===== config.mk =====
export PLATFORM = sky130hd
export DESIGN_NAME = sort_engine
export DESIGN_NICKNAME = d
export VERILOG_FILES = /design/src/rtl/sort_pkg.sv /design/src/rtl/sort_ram.sv /design/src/rtl/sort_engine.sv
export SDC_FILE = /design/constraint.sdc
export NUM_CORES = 1
export LEC_CHECK = 0
export ABC_CLOCK_PERIOD_IN_PS = 2300
export CORE_MARGIN = 3
export CORE_UTILIZATION = 40
export CTS_CLUSTER_DIAMETER = 200
export DETAILED_ROUTE_END_ITERATION = 12
export PLACE_DENSITY = 0.57
export REMOVE_ABC_BUFFERS = 1
export SYNTH_ARGS = -nofsm -noshare
export SYNTH_HDL_FRONTEND = slang
export SYNTH_SLANG_ARGS = --single-unit

===== constraint.sdc =====
create_clock -name clk -period 2.3 [get_ports clk]
set_input_delay 0.46 -clock clk [delete_from_list [all_inputs] [get_ports clk]]
set_output_delay 0.46 -clock clk [all_outputs]
set_load 0.02 [all_outputs]

===== src/rtl/sort_pkg.sv =====
// Shared types for the in-place exchange sorter: FSM state encoding and
// the swap-counter width helper.
package sort_pkg;

  typedef enum logic [2:0] {
    IDLE,
    LDA,
    LDB,
    CMP,
    WRI,
    WRJ,
    NXJ,
    NXI
  } state_t;

  // Enough bits to hold the worst case of one swap per compare pair.
  function automatic int sw_width(input int k);
    return $clog2(k * (k - 1) / 2 + 1);
  endfunction

endpackage


===== src/rtl/sort_ram.sv =====
// K x N buffer: one synchronous write port, one combinational read port.
// Addresses at or beyond K drop writes and read back as zero.
module sort_ram #(
  parameter int N = 8,
  parameter int L = 4,
  parameter int K = 8
) (
  input  logic         clk,
  input  logic         we_i,
  input  logic [L-1:0] waddr_i,
  input  logic [N-1:0] wdata_i,
  input  logic [L-1:0] raddr_i,
  output logic [N-1:0] rdata_o
);

  localparam int AW = (K > 1) ? $clog2(K) : 1;
  localparam logic [L:0] K_LIM = (L + 1)'(K);

  logic [N-1:0] mem [K];
  logic         w_in_range;
  logic         r_in_range;

  assign w_in_range = {1'b0, waddr_i} < K_LIM;
  assign r_in_range = {1'b0, raddr_i} < K_LIM;

  always_ff @(posedge clk) begin
    if (we_i && w_in_range) begin
      mem[waddr_i[AW-1:0]] <= wdata_i;
    end
  end

  assign rdata_o = r_in_range ? mem[raddr_i[AW-1:0]] : '0;

endmodule


===== src/rtl/sort_engine.sv =====
// In-place exchange sorter with run-time direction and busy/done status.
// Optional swap counter port is enabled by defining SORT_SWAP_COUNT_EN.
module sort_engine
  import sort_pkg::*;
#(
  parameter  int N  = 8,
  parameter  int L  = 4,
  parameter  int K  = 8,
  localparam int SW = sw_width(K)
) (
  input  logic          clk,
  input  logic          rst,
  input  logic          start,
  input  logic          Desc,
  input  logic          WrInit,
  input  logic          Rd,
  input  logic [L-1:0]  RAddr,
  input  logic [N-1:0]  DataIn,
  output logic [N-1:0]  DataOut,
  output logic          busy,
  output logic          done,
`ifdef SORT_SWAP_COUNT_EN
  output logic [SW-1:0] SwapCnt,
`endif
  output state_t        state_o
);

  localparam logic [L:0]   K_LIM  = (L + 1)'(K);
  localparam logic [L-1:0] J_LAST = L'(K - 1);
  localparam logic [L-1:0] I_LAST = L'(K - 2);

  state_t       state_q, state_d;
  logic [L-1:0] i_q, i_d, j_q, j_d;
  logic [N-1:0] a_q, a_d, b_q, b_d;
  logic         desc_q, desc_d;
  logic         done_q, done_d;

  logic         swap;
  logic         host_ok;
  logic         ram_we;
  logic [L-1:0] ram_waddr, ram_raddr;
  logic [N-1:0] ram_wdata, ram_rdata;

  assign busy    = (state_q != IDLE);
  assign done    = done_q;
  assign state_o = state_q;
  assign swap    = desc_q ? (a_q < b_q) : (a_q > b_q);
  assign host_ok = {1'b0, RAddr} < K_LIM;
  assign DataOut = (rst && Rd && !busy && host_ok) ? ram_rdata : '0;

  // The host owns the RAM port while idle; the FSM owns it while busy.
  always_comb begin
    ram_raddr = RAddr;
    ram_we    = WrInit;
    ram_waddr = RAddr;
    ram_wdata = DataIn;
    if (busy) begin
      ram_raddr = (state_q == LDA) ? i_q : j_q;
      ram_we    = (state_q == WRI) || (state_q == WRJ);
      ram_waddr = (state_q == WRI) ? i_q : j_q;
      ram_wdata = (state_q == WRI) ? b_q : a_q;
    end
  end

  sort_ram #(.N(N), .L(L), .K(K)) u_ram (
    .clk     (clk),
    .we_i    (ram_we),
    .waddr_i (ram_waddr),
    .wdata_i (ram_wdata),
    .raddr_i (ram_raddr),
    .rdata_o (ram_rdata)
  );

  always_comb begin
    state_d = state_q;
    i_d     = i_q;
    j_d     = j_q;
    a_d     = a_q;
    b_d     = b_q;
    desc_d  = desc_q;
    done_d  = done_q;
    case (state_q)
      IDLE: begin
        if (start) begin
          i_d     = '0;
          desc_d  = Desc;
          done_d  = 1'b0;
          state_d = LDA;
        end
      end
      LDA: begin
        a_d     = ram_rdata;
        j_d     = i_q + 1'b1;
        state_d = LDB;
      end
      LDB: begin
        b_d     = ram_rdata;
        state_d = CMP;
      end
      CMP: state_d = swap ? WRI : NXJ;
      WRI: state_d = WRJ;
      WRJ: begin
        // A follows the element now sitting at M[i].
        a_d     = b_q;
        state_d = NXJ;
      end
      NXJ: begin
        if (j_q == J_LAST) begin
          state_d = NXI;
        end else begin
          j_d     = j_q + 1'b1;
          state_d = LDB;
        end
      end
      NXI: begin
        if (i_q == I_LAST) begin
          done_d  = 1'b1;
          state_d = IDLE;
        end else begin
          i_d     = i_q + 1'b1;
          state_d = LDA;
        end
      end
      default: state_d = IDLE;
    endcase
  end

  always_ff @(posedge clk or negedge rst) begin
    if (!rst) begin
      state_q <= IDLE;
      i_q     <= '0;
      j_q     <= '0;
      a_q     <= '0;
      b_q     <= '0;
      desc_q  <= 1'b0;
      done_q  <= 1'b0;
    end else begin
      state_q <= state_d;
      i_q     <= i_d;
      j_q     <= j_d;
      a_q     <= a_d;
      b_q     <= b_d;
      desc_q  <= desc_d;
      done_q  <= done_d;
    end
  end

`ifdef SORT_SWAP_COUNT_EN
  logic [SW-1:0] cnt_q, cnt_d;

  always_comb begin
    cnt_d = cnt_q;
    if (state_q == IDLE && start) begin
      cnt_d = '0;
    end else if (state_q == CMP && swap) begin
      cnt_d = cnt_q + 1'b1;
    end
  end

  always_ff @(posedge clk or negedge rst) begin
    if (!rst) begin
      cnt_q <= '0;
    end else begin
      cnt_q <= cnt_d;
    end
  end

  assign SwapCnt = cnt_q;
`endif

endmodule


==> impl_metrics.json <==
{
  "ir_drop_mv": 0.598,
  "ys_top_cells_by_area": "edfxtp_1 (39%), dfrtp_1 (15%), mux2i_1 (7.3%)",
  "drv_slew": 0,
  "ys.flop_type": "edfxtp_1",
  "arrival_ns": 2.34,
  "route.detailed.drc": 0,
  "yosysTopAreaCell": "edfxtp_1",
  "synth.ff_latch_count": 93,
  "grt_pass1_vias": 4290,
  "diodes": 0,
  "htree_num_levels": 3,
  "cts.sinks": 93,
  "fillers": 918,
  "die_w_um": 117,
  "wire_per_inst_um": 20.0,
  "cp-startpoint": "state_o[0]",
  "fin_worst_skew_ns": 0.00841,
  "fin_crit_sh": 1.22,
  "grt_usage": 0.225,
  "cts.clk_slew.worst_paths_ns": 0.07,
  "grt-ovfl-total": 0,
  "crit_type": "flop to primary output",
  "critPathRequiredTime_ns": 1.84,
  "crit_path_start_kind": "flop",
  "cts_hold_buf": 0,
  "worstSetupEndpointType": "primary output",
  "hold_viol_final": 0,
  "design_area_um2": 7180,
  "crit_path_end": "DataOut[6]",
  "drt-initial-drc-count": 302,
  "drt_first_pass_iters": 5,
  "fmax_mhz": 357,
  "regArea_um2": 2650,
  "clkLatencyLatePin_ns": 0.36,
  "postRouteAntennaNets": 0,
  "whs_ns": 0.497,
  "cts_root_buf": "clkbuf_16",
  "setup_viol": 11,
  "ff2ff_path_depth": 14,
  "synth_cells": 468,
  "drive_gt1_frac": 0.356,
  "io_pins": 31,
  "postPlaceCellArea_um2": 5850,
  "synth-seq-area-share": 0.535,
  "synthArstFlopShare": 0.312,
  "multi_input_area_um2": 2550,
  "rsz0062_at_grt": "yes",
  "die_h_um": 117,
  "start_util": 0.420,
  "gp_congestion": 0.854,
  "avgSynthCellArea_um2": 10.6,
  "regToRegSetupSlack_ns": -0.14,
  "dieArea_um2": 13700,
  "via_per_inst": 5.60,
  "hold_path.class": "flop to flop",
  "cts_buffers": 9,
  "finalCriticalPeriod_ns": 2.80,
  "hpwl_um": 9360,
  "r2r-end": "a_q[1]",
  "syn_area_um2": 4940,
  "netlist.area_leader.share": 0.389,
  "cap_violations": 0,
  "whs_path_depth": 2,
  "nNetsFinal": 616,
  "io_buffer_count": 30,
  "grt_max_degree": 30,
  "failed_checks": "setup timing",
  "synth_edf_count": 64,
  "powerDensity_nw_per_um2": 1540,
  "crit-reg2reg-launch": "state_o[0]",
  "num_vias": 4231,
  "setup_slack_ns": -0.503,
  "layout-area-overhead-vs-synth_pct": 45.2,
  "synth_cell_types": 52,
  "row_count": 39,
  "crit_path_max_fanout": 7,
  "antenna_found_initial": 1,
  "grt_pass1_wl_um": 23100,
  "routed_wl_um": 15100,
  "run_status": "complete, but fails checks",
  "tightest_slew_ns": 0.941,
  "p_leak_nw": 3.00,
  "cts_tree": "built",
  "core_area_um2": 11800,
  "slew_headroom": 0.370,
  "clock_path_buffers": 2,
  "yosys_warnings": 0
}
-- worst min path at each step --
stage          from  endpoint  slack (ns)
2_1_floorplan   rst    a_q[0]        0.16
3_3_place_gp   done      done        0.47
3_5_place_dp   done      done        0.48
4_1_cts        done      done        0.50
5_1_grt        done      done        0.53
6_report       done      done        0.50
-- cell families after synthesis --
kind of cell	count (synthesis)	share of synthesized area
multiplexers	38	0.0782
XOR/XNOR	2	0.00354
buffers and inverters	47	0.0438
flip-flops	93	0.535
AO/OA/AOI/OAI	102	0.153
adder cells (fa/ha/maj)	11	0.0278
AND/OR/NAND/NOR	175	0.158
-- where the power goes --
| group | leakage, nW | switching [W] | internal (W) | total [W] |
|---|---|---|---|---|
| Clock | 0.162 | 0.000666 | 0.00107 | 0.00173 |
| Combinational | 1.90 | 0.00354 | 0.00322 | 0.00676 |
| Sequential | 0.945 | 0.000236 | 0.00237 | 0.00260 |
-- repair_timing --
item                       4_1_cts  5_1_grt
setup endpoints to repair       23       83
hold endpoints to repair         0        0
pin swaps                       30       28
setup buffers                   50        7
gates resized for setup        127       49
gates cloned                     3        1
-- placed cells by master, fill, tap and decap left out, types with 4 or more instances in the layout --
cell	count
a221oi_4	5
nand2b_1	11
clkdlybuf4s50_1	18
a21o_1	4
dfrtp_1	28
nand2_1	55
nand3_1	5
nor2_1	55
a22oi_1	4
nand3_2	5
o21ai_1	6
inv_1	17
edfxtp_1	64
nor2_4	7
a21oi_1	8
buf_12	9
o221ai_1	4
o21ai_0	11
a31oi_1	10
ha_1	11
buf_4	73
mux2i_1	33
a221oi_1	7
clkbuf_16	10
nor2_2	10
buf_6	28
a221oi_2	18
-- registers in the layout, summed over array words and instances (netlist names) --
signal / flops
u_ram.mem: 64
b_q: 8
j_q: 4
i_q: 4
a_q: 8
state_o: 3
done: 1
desc_q: 1
-- stage by stage --
stage | setup WS [ns] | setup TNS [ns] | power [W] | std cells | util
finish | -0.503 | -4.06 | 0.0111 | 756 | 0.610
global route | -0.547 | -4.96 | 0.0117 | 756 | 0.610
CTS | -0.505 | -4.73 | 0.0107 | 755 | 0.590
detailed placement | -1.19 | -15.48 | 0.00727 | 697 | 0.498
global placement | -1.18 | -14.36 | 0.00718 | 697 | 0.498
floorplan | -1.44 | -49.05 | 0.00524 | 438 | -
-- routing by layer --
| layer | up-vias | global-route usage | wire length (µm) |
|---|---|---|---|
| met1 | 2102 | 0.309 | 6760 |
| li1 | 1976 | - | - |
| met3 | 38 | 0.0406 | 675 |
| met5 | - | 0 | 12 |
| met2 | 113 | 0.346 | 7090 |
| met4 | 2 | 0.110 | 556 |
-- Yosys cell counts (all sizes together) (4+ instances only) --
cell     n
buf     17
o21ai   22
nand2b  11
a221oi  30
a22oi    8
nand3   12
inv     17
and2     4
clkbuf  13
o221ai   7
a31oi   11
nand2   59
a21oi    8
edfxtp  64
mux2i   36
dfrtp   29
a21o     4
ha      11
nor2    71
-- final cells by class --
cell class                 instances  share of cell area
clock buffer                       9              0.0314
clock inverter                     7              0.0171
inverter                          17             0.00889
multi-input combinational        329               0.355
sequential                        93               0.369
tap                              164              0.0286
timing repair buffer             137               0.190
-- critical path, cell delays in order, from the launching register on --
cell and delay [ns]:
dfrtp_1 0.43, mux2_4 0.35, buf_6 0.13, nor2_4 0.16
buf_12 0.17, nor2_1 0.05, or3_4 0.35, a31oi_4 0.21
buf_6 0.15
Power figures use the tool's default switching activity.
